`config.mk`:
```
export PLATFORM = sky130hd
export DESIGN_NAME = mem_access_sequencer_flat
export DESIGN_NICKNAME = d
export VERILOG_FILES = /design/src/rtl/mem_access_sequencer_pkg.sv /design/src/rtl/mem_access_sequencer_if.sv /design/src/rtl/mem_access_sequencer.sv /design/src/flat_wrapper.sv
export SDC_FILE = /design/constraint.sdc
export NUM_CORES = 1
export LEC_CHECK = 0
export BUFFER_PORTS_ARGS = -buffer_cell sky130_fd_sc_hd__buf_2
export CORE_ASPECT_RATIO = 0.9
export CORE_MARGIN = 2
export CORE_UTILIZATION = 43
export DETAILED_ROUTE_END_ITERATION = 6
export HOLD_SLACK_MARGIN = 0.1
export PLACE_DENSITY = 0.76
export REMOVE_ABC_BUFFERS = 1
export SLEW_MARGIN = 5
export SYNTH_ARGS = -nofsm -noshare
export SYNTH_HDL_FRONTEND = slang
export SYNTH_SLANG_ARGS = --single-unit
```
`constraint.sdc`:
```
create_clock -name clk -period 3.1 [get_ports clk]
set_clock_uncertainty 0.2 [all_clocks]
set_input_delay 0.31 -clock clk [delete_from_list [all_inputs] [get_ports clk]]
set_output_delay 0.31 -clock clk [all_outputs]
set_load 0.1 [all_outputs]
```
`src/rtl/mem_access_sequencer_pkg.sv`:
```
// Shared types for the memory access sequencer: request op codes, sequencer states, default widths.
// Latency: n/a (declarations only).
// Backpressure: n/a (declarations only).
package mem_seq_pkg;

  localparam int DEF_ADDR_W = 16;
  localparam int DEF_DATA_W = 16;
  localparam int DEF_PC_W   = 32;  // two memory words, high word pushed first
  localparam int DEF_FLAG_W = 3;

  // Encoding of req_op; OP_INT doubles as RTI when req_rti is set.
  typedef enum logic [2:0] {
    OP_NONE  = 3'd0,
    OP_LOAD  = 3'd1,
    OP_STORE = 3'd2,
    OP_PUSH  = 3'd3,
    OP_POP   = 3'd4,
    OP_CALL  = 3'd5,
    OP_RET   = 3'd6,
    OP_INT   = 3'd7
  } op_e;

  typedef enum logic [2:0] {
    IDLE    = 3'd0,
    CALL_LO = 3'd1,
    INT_LO  = 3'd2,
    INT_FLG = 3'd3,
    RET_HI  = 3'd4,
    RTI_LO  = 3'd5,
    RTI_HI  = 3'd6
  } state_e;

  // Zero-extend CCR flags to a full memory word for the stack push.
  function automatic logic [DEF_DATA_W-1:0] flags_to_word(input logic [DEF_FLAG_W-1:0] f);
    return {{(DEF_DATA_W-DEF_FLAG_W){1'b0}}, f};
  endfunction

endpackage

```
`src/rtl/mem_access_sequencer_if.sv`:
```
// Bundle between EX/MEM request source, the sequencer, memory_stage and writeback/fetch consumers.
// Latency: n/a (wires only).
// Backpressure: stall is driven by the sequencer; the request side must hold its request while it is high.
// Ports: req_* (request in), memory_* / mem_* (memory_stage strobes, address, data),
//        stall, result_*, pc_*, flags_* (writeback / fetch results).
interface mem_access_sequencer_if
  import mem_seq_pkg::*;
#(
  parameter int ADDR_W = DEF_ADDR_W,
  parameter int DATA_W = DEF_DATA_W,
  parameter int PC_W   = DEF_PC_W,
  parameter int FLAG_W = DEF_FLAG_W
);
  // request side
  logic              req_valid;
  logic [2:0]        req_op;
  logic              req_rti;
  logic [ADDR_W-1:0] req_addr;
  logic [DATA_W-1:0] req_wdata;
  logic [PC_W-1:0]   req_pc;
  logic [FLAG_W-1:0] req_flags;
  logic              stall;
  // memory_stage side
  logic              memory_read;
  logic              memory_write;
  logic              memory_push;
  logic              memory_pop;
  logic [ADDR_W-1:0] mem_address;
  logic [DATA_W-1:0] mem_wdata;
  logic [DATA_W-1:0] mem_rdata;
  // writeback / fetch side
  logic              result_valid;
  logic [DATA_W-1:0] result_data;
  logic              pc_load;
  logic [PC_W-1:0]   pc_out;
  logic              flags_load;
  logic [FLAG_W-1:0] flags_out;

  // master: the sequencer itself
  modport master (
    input  req_valid, req_op, req_rti, req_addr, req_wdata, req_pc, req_flags, mem_rdata,
    output stall, memory_read, memory_write, memory_push, memory_pop, mem_address, mem_wdata,
           result_valid, result_data, pc_load, pc_out, flags_load, flags_out
  );

  // slave: the surrounding pipeline / memory_stage
  modport slave (
    output req_valid, req_op, req_rti, req_addr, req_wdata, req_pc, req_flags, mem_rdata,
    input  stall, memory_read, memory_write, memory_push, memory_pop, mem_address, mem_wdata,
           result_valid, result_data, pc_load, pc_out, flags_load, flags_out
  );

endinterface

```
`src/rtl/mem_access_sequencer.sv`:
```
// Turns one EX/MEM memory request into memory_stage strobes; sequences CALL/RET/INT/RTI over the stack.
// Latency: strobes combinational in the accept cycle; result/pc/flags pulses one cycle after the last strobe.
// Backpressure: stall high exactly when the next state is not IDLE; requests seen outside IDLE are ignored.
// Ports: clk, rst (async active-high); bus (master modport): req_* in, memory_* strobes, mem_address,
//        mem_wdata out, mem_rdata in, stall out, result_valid/result_data, pc_load/pc_out, flags_load/flags_out.
module mem_access_sequencer
  import mem_seq_pkg::*;
#(
  parameter int ADDR_W = DEF_ADDR_W,
  parameter int DATA_W = DEF_DATA_W,
  parameter int PC_W   = DEF_PC_W,
  parameter int FLAG_W = DEF_FLAG_W
) (
  input  logic                   clk,
  input  logic                   rst,
  mem_access_sequencer_if.master bus
);

  state_e            state_q,        state_d;
  logic [PC_W-1:0]   pc_q,           pc_d;          // return PC latched at accept
  logic [FLAG_W-1:0] flags_q,        flags_d;       // INT: flags to push; RTI: flags popped first
  logic [DATA_W-1:0] pc_lo_q,        pc_lo_d;       // low PC word popped by RET/RTI
  logic              result_valid_q, result_valid_d;
  logic [DATA_W-1:0] result_data_q,  result_data_d;
  logic              pc_load_q,      pc_load_d;
  logic [PC_W-1:0]   pc_out_q,       pc_out_d;
  logic              flags_load_q,   flags_load_d;
  logic [FLAG_W-1:0] flags_out_q,    flags_out_d;

  logic              rd, wr, psh, pp;
  logic [ADDR_W-1:0] addr;
  logic [DATA_W-1:0] wdata;
  logic              accept;

  // Gating with rst keeps every strobe low while reset is held, even if a request is presented.
  assign accept = bus.req_valid && !rst;

  always_comb begin
    state_d        = state_q;
    pc_d           = pc_q;
    flags_d        = flags_q;
    pc_lo_d        = pc_lo_q;
    result_valid_d = 1'b0;
    result_data_d  = result_data_q;
    pc_load_d      = 1'b0;
    pc_out_d       = pc_out_q;
    flags_load_d   = 1'b0;
    flags_out_d    = flags_out_q;
    rd             = 1'b0;
    wr             = 1'b0;
    psh            = 1'b0;
    pp             = 1'b0;
    addr           = '0;
    wdata          = '0;

    unique case (state_q)
      IDLE: begin
        if (accept) begin
          unique case (op_e'(bus.req_op))
            OP_LOAD: begin
              rd             = 1'b1;
              addr           = bus.req_addr;
              result_valid_d = 1'b1;
              result_data_d  = bus.mem_rdata;
            end
            OP_STORE: begin
              wr    = 1'b1;
              addr  = bus.req_addr;
              wdata = bus.req_wdata;
            end
            OP_PUSH: begin
              psh   = 1'b1;
              wdata = bus.req_wdata;
            end
            OP_POP: begin
              pp             = 1'b1;
              result_valid_d = 1'b1;
              result_data_d  = bus.mem_rdata;
            end
            OP_CALL: begin
              psh     = 1'b1;
              wdata   = bus.req_pc[PC_W-1 -: DATA_W];
              pc_d    = bus.req_pc;
              state_d = CALL_LO;
            end
            OP_RET: begin
              pp      = 1'b1;
              pc_lo_d = bus.mem_rdata;
              state_d = RET_HI;
            end
            OP_INT: begin
              if (bus.req_rti) begin
                // RTI pops in reverse of INT: flags first, then PC low, then PC high.
                pp      = 1'b1;
                flags_d = bus.mem_rdata[FLAG_W-1:0];
                state_d = RTI_LO;
              end else begin
                psh     = 1'b1;
                wdata   = bus.req_pc[PC_W-1 -: DATA_W];
                pc_d    = bus.req_pc;
                flags_d = bus.req_flags;
                state_d = INT_LO;
              end
            end
            default: ;  // OP_NONE: nothing to do
          endcase
        end
      end
      CALL_LO: begin
        psh     = 1'b1;
        wdata   = pc_q[DATA_W-1:0];
        state_d = IDLE;
      end
      INT_LO: begin
        psh     = 1'b1;
        wdata   = pc_q[DATA_W-1:0];
        state_d = INT_FLG;
      end
      INT_FLG: begin
        psh     = 1'b1;
        wdata   = flags_to_word(flags_q);
        state_d = IDLE;
      end
      RET_HI: begin
        pp        = 1'b1;
        pc_out_d  = {bus.mem_rdata, pc_lo_q};
        pc_load_d = 1'b1;
        state_d   = IDLE;
      end
      RTI_LO: begin
        pp      = 1'b1;
        pc_lo_d = bus.mem_rdata;
        state_d = RTI_HI;
      end
      RTI_HI: begin
        pp           = 1'b1;
        pc_out_d     = {bus.mem_rdata, pc_lo_q};
        pc_load_d    = 1'b1;
        flags_out_d  = flags_q;
        flags_load_d = 1'b1;
        state_d      = IDLE;
      end
      default: state_d = IDLE;
    endcase
  end

  always_ff @(posedge clk or posedge rst) begin
    if (rst) begin
      state_q        <= IDLE;
      pc_q           <= '0;
      flags_q        <= '0;
      pc_lo_q        <= '0;
      result_valid_q <= 1'b0;
      result_data_q  <= '0;
      pc_load_q      <= 1'b0;
      pc_out_q       <= '0;
      flags_load_q   <= 1'b0;
      flags_out_q    <= '0;
    end else begin
      state_q        <= state_d;
      pc_q           <= pc_d;
      flags_q        <= flags_d;
      pc_lo_q        <= pc_lo_d;
      result_valid_q <= result_valid_d;
      result_data_q  <= result_data_d;
      pc_load_q      <= pc_load_d;
      pc_out_q       <= pc_out_d;
      flags_load_q   <= flags_load_d;
      flags_out_q    <= flags_out_d;
    end
  end

  assign bus.memory_read  = rd;
  assign bus.memory_write = wr;
  assign bus.memory_push  = psh;
  assign bus.memory_pop   = pp;
  assign bus.mem_address  = addr;
  assign bus.mem_wdata    = wdata;
  assign bus.stall        = (state_d != IDLE);
  assign bus.result_valid = result_valid_q;
  assign bus.result_data  = result_data_q;
  assign bus.pc_load      = pc_load_q;
  assign bus.pc_out       = pc_out_q;
  assign bus.flags_load   = flags_load_q;
  assign bus.flags_out    = flags_out_q;

endmodule

```
`src/flat_wrapper.sv`:
```
// flat-port wrapper written by rule: the top's interface ports become plain ports
module mem_access_sequencer_flat import mem_seq_pkg::*;
#(
  parameter int ADDR_W = DEF_ADDR_W,
  parameter int DATA_W = DEF_DATA_W,
  parameter int PC_W   = DEF_PC_W,
  parameter int FLAG_W = DEF_FLAG_W
)
  (clk, rst, bus_req_valid, bus_req_op, bus_req_rti, bus_req_addr, bus_req_wdata, bus_req_pc, bus_req_flags, bus_mem_rdata, bus_stall, bus_memory_read, bus_memory_write, bus_memory_push, bus_memory_pop, bus_mem_address, bus_mem_wdata, bus_result_valid, bus_result_data, bus_pc_load, bus_pc_out, bus_flags_load, bus_flags_out);
  mem_access_sequencer_if #(.ADDR_W(ADDR_W), .DATA_W(DATA_W), .PC_W(PC_W), .FLAG_W(FLAG_W)) bus_i ();
  input  logic clk;
  input  logic rst;
  input wire logic [$bits(bus_i.req_valid)-1:0] bus_req_valid;
  input wire logic [$bits(bus_i.req_op)-1:0] bus_req_op;
  input wire logic [$bits(bus_i.req_rti)-1:0] bus_req_rti;
  input wire logic [$bits(bus_i.req_addr)-1:0] bus_req_addr;
  input wire logic [$bits(bus_i.req_wdata)-1:0] bus_req_wdata;
  input wire logic [$bits(bus_i.req_pc)-1:0] bus_req_pc;
  input wire logic [$bits(bus_i.req_flags)-1:0] bus_req_flags;
  input wire logic [$bits(bus_i.mem_rdata)-1:0] bus_mem_rdata;
  output wire logic [$bits(bus_i.stall)-1:0] bus_stall;
  output wire logic [$bits(bus_i.memory_read)-1:0] bus_memory_read;
  output wire logic [$bits(bus_i.memory_write)-1:0] bus_memory_write;
  output wire logic [$bits(bus_i.memory_push)-1:0] bus_memory_push;
  output wire logic [$bits(bus_i.memory_pop)-1:0] bus_memory_pop;
  output wire logic [$bits(bus_i.mem_address)-1:0] bus_mem_address;
  output wire logic [$bits(bus_i.mem_wdata)-1:0] bus_mem_wdata;
  output wire logic [$bits(bus_i.result_valid)-1:0] bus_result_valid;
  output wire logic [$bits(bus_i.result_data)-1:0] bus_result_data;
  output wire logic [$bits(bus_i.pc_load)-1:0] bus_pc_load;
  output wire logic [$bits(bus_i.pc_out)-1:0] bus_pc_out;
  output wire logic [$bits(bus_i.flags_load)-1:0] bus_flags_load;
  output wire logic [$bits(bus_i.flags_out)-1:0] bus_flags_out;
  assign bus_i.req_valid = bus_req_valid;
  assign bus_i.req_op = bus_req_op;
  assign bus_i.req_rti = bus_req_rti;
  assign bus_i.req_addr = bus_req_addr;
  assign bus_i.req_wdata = bus_req_wdata;
  assign bus_i.req_pc = bus_req_pc;
  assign bus_i.req_flags = bus_req_flags;
  assign bus_i.mem_rdata = bus_mem_rdata;
  assign bus_stall = bus_i.stall;
  assign bus_memory_read = bus_i.memory_read;
  assign bus_memory_write = bus_i.memory_write;
  assign bus_memory_push = bus_i.memory_push;
  assign bus_memory_pop = bus_i.memory_pop;
  assign bus_mem_address = bus_i.mem_address;
  assign bus_mem_wdata = bus_i.mem_wdata;
  assign bus_result_valid = bus_i.result_valid;
  assign bus_result_data = bus_i.result_data;
  assign bus_pc_load = bus_i.pc_load;
  assign bus_pc_out = bus_i.pc_out;
  assign bus_flags_load = bus_i.flags_load;
  assign bus_flags_out = bus_i.flags_out;
  mem_access_sequencer #(.ADDR_W(ADDR_W), .DATA_W(DATA_W), .PC_W(PC_W), .FLAG_W(FLAG_W)) u_core (.clk(clk), .rst(rst), .bus(bus_i));
endmodule
```
==> run_results.csv <==
group,metric,value,unit
setup_path,cp_max_fo,16,
setup_path,worstSetupPathType,"reg2out",
synthesis,yosysTopAreaCellShare,54.8,%
setup_path,crit_arrival,2450,ps
global_route,grt_pass1_vias,3652,
worst_hold_path,min_path_type,"in2reg",
worst_hold_path,hold_start,"bus_req_flags[2]",
cts,insertion_delay,350,ps
synthesis,async_flop_share,100,%
synthesis,synth_top_family_by_area,"multiplexers",
cts,cts_tree,"built",
synthesis,synth-main-ff-cell,"dfrtp_1",
setup_path,critPathRequiredTime,2590,ps
sta,relSlewSlack,32.6,%
die,ios,181,
setup_path,path_delay_family,"compound AO/OA/AOI/OAI gates",
synthesis,syn_area,4200,sq um
die,dieArea,10600,sq um
synthesis,yosysMostFrequentCell,"nand2_1",
synthesis,yosysTopAreaCell,"dfrtp_1",
setup_path,rrSetupSlack,710,ps
synthesis,synthCells,370,
flow_run,cap_viol_max_count,0,
synthesis,synth-simple-area-share,15.3,%
layout,area_delta_synth_final,43.1,%
synthesis,ys_top_cells_by_count,"nand2_1 (100), dfrtp_1 (92), mux2_2 (47)",
sta,tightest_slew,1010,ps
synthesis,avgSynthCellArea,11.4,sq um
setup_path,cp.buffers_inverters,1,
sta,fin_crit_sh,95.4,%
place,pre_cts_ws,349,ps
drt,wirelength,11800,um
synthesis,synth_compound_area_share,9.55,%
cts,path_clk_slew,90,ps
global_route,overflow,0,
synthesis,yosys.area_share.adder,0,%
die,die_x,108,um
place,dp_hpwl,8150,um
setup_path,slowest_delay,630,ps
die,rows,34,
synthesis,synth_seq_cells,92,
sta,min_period,2960,ps
drt,drc,0,
drt,vias,3655,
setup_path,reg2reg_to,"u_core.pc_q[15]",
synthesis,synthXorXnorAreaFrac,0.625,%
sta,setup_slack,143,ps
place,place.gp.congestion,0.806,
drt,first_pass_iters,4,
synthesis,ys_seq_area_share,54.8,%
sta,final_max_slew_viol_count,0,
layout,layout-drive-gt1-share,46.2,%
setup_path,crit_chain,"or4b_4 > a211o_2 > o22ai_1 > buf_4",
run_status,status,"finished clean",
global_route,grt_max_degree,48,
layout,final_util,62.9,%
setup_path,r2r_start,"u_core.state_q[0]",
synthesis,synth_mux_area_share,16.2,%
sta,hold_viol_final,0,
die,start_util,43.9,%
sta,rsz0062_at_grt,"false",
place,portBuffers,180,
drt,routed_via_density,5.16,
global_route,antenna_found_initial,0,
setup_path,start_kind,"flip-flop",
worst_hold_path,min_path_cells,3,
drt,drtIter0Drc,163,
synthesis,synth_area_leaders,"dfrtp_1 (55%), mux2_2 (13%), nand2_1 (8.9%)",
cts,htree_levels,3,
global_route,grt_pass1_wl,18500,um
layout,num_antenna_cells,0,
setup_path,cp_slowest_cell,"or4b_4",
setup_path,cp-end-kind,"output port",
layout,nNetsFinal,667,
die,fp.dieH,97.8,um
cts,cts_buffer_depth,2,
synthesis,synth-edff-count,0,
sta,finalSetupViolations,0,
cts,cts_root_buf,"clkbuf_8",
sta,fmax,338,MHz
setup_path,rr_worst_depth,4,
synthesis,yosys.cell_types.count,39,
drt,routedWlPerCell,16.7,um
cts,cts_num_sinks,92,
global_route,track_usage,22.3,%
synthesis,yosys_warnings,0,
worst_hold_path,min_to,"u_core.flags_q[2]",
die,core,9570,sq um
drt,postRouteAntennaNets,0,
cts,cts_buffers,9,
layout make-up:
cell class,count,area [sq um]
Sequential cell,92,2300
Tap cell,126,158
Timing Repair Buffer,223,1600
Clock buffer,11,141
Inverter,5,20.0
Clock inverter,5,40.0
Fill cell,796,3550
Multi-Input combinational cell,246,1750
placed cells by master (no fill, tap or decap), types with 2 or more instances in the layout:
| cell | count |
|---|---|
| a21oi_1 | 2 |
| buf_4 | 13 |
| buf_12 | 17 |
| nand2_1 | 100 |
| xnor2_1 | 2 |
| o22ai_1 | 4 |
| inv_1 | 3 |
| buf_2 | 147 |
| inv_6 | 3 |
| a22oi_1 | 3 |
| dlygate4sd3_1 | 33 |
| o2bb2ai_1 | 13 |
| and2_1 | 18 |
| a32oi_1 | 16 |
| nand2b_1 | 3 |
| mux2_4 | 10 |
| clkbuf_8 | 10 |
| o21ai_0 | 2 |
| clkbuf_4 | 13 |
| clkinv_2 | 2 |
| and3b_1 | 2 |
| dfrtp_1 | 92 |
| mux2_2 | 47 |
| nor2_1 | 4 |
layer usage:
layer	global-route usage, %	part of all wire [%]	up-vias
met1	27.7	40	1801
li1	-	-	1693
met3	5.07	4.9	32
met4	7.59	2.9	0
met5	0	0	-
met2	38.1	52	129
state kept, by name, indices dropped and copies added, names as in the netlist:
register / count
u_core.bus.pc_out: 32
u_core.bus.result_data: 16
u_core.pc_lo_q: 16
u_core.pc_q: 16
u_core.bus.flags_out: 3
u_core.flags_q: 3
u_core.state_q: 3
u_core.bus.flags_load: 1
u_core.bus.pc_load: 1
u_core.bus.result_valid: 1
worst reg2reg max path: stages (launching register included):
cell and delay, ps:
dfrtp_1 460, or4b_4 630, a2111oi_4 290, buf_4 330, mux2_2 380
repair_timing:
item                                   in CTS  in global routing
buffers inserted                            0                  0
resized for setup                           3                 16
cloned                                      0                  0
pin swaps                                   0                  0
endpoints found under the hold margin     110                  0
hold buffers                               33                  0
setup endpoints to repair                   3                 17
metrics by stage:
| step | setup TNS, ps | area (sq um) | hold WS [ps] | cells |
|---|---|---|---|---|
| 6_report | 0 | 6020 | 123 | 708 |
| 3_3_place_gp | 0 | 5460 | 242 | 659 |
| 3_5_place_dp | 0 | 5460 | 251 | 659 |
| 2_1_floorplan | -7830 | 4070 | 215 | 343 |
| 5_1_grt | 0 | 6020 | 118 | 708 |
| 4_1_cts | 0 | 5980 | 108 | 708 |
cells by family (layout without fill, tap and decap cells):
kind of cell	count (synthesis)	count (layout)
xor gates and xnor gates	3	3
DFF	92	92
muxes	57	57
AOI/OAI and AO/OA	48	48
buffers and inverters	32	244
and+or+nand+nor	138	138
how the worst max path moves through the flow:
| stage | start | endpoint | slack (ps) | cells after the start |
|---|---|---|---|---|
| after floorplan | u_core.state_q[1] | bus_memory_write | -1370 | 2 |
| after global placement | u_core.state_q[0] | bus_mem_wdata[3] | 450 | 4 |
| after detailed placement | u_core.state_q[0] | bus_mem_wdata[1] | 350 | 4 |
| after CTS | u_core.state_q[0] | bus_mem_wdata[9] | 7 | 4 |
| after global routing | u_core.state_q[0] | bus_mem_wdata[13] | 30 | 4 |
| final | u_core.state_q[0] | bus_mem_wdata[1] | 140 | 4 |
Power is not shown: default switching activity piles up to over one toggle a cycle in this logic, so the estimate is an artifact.
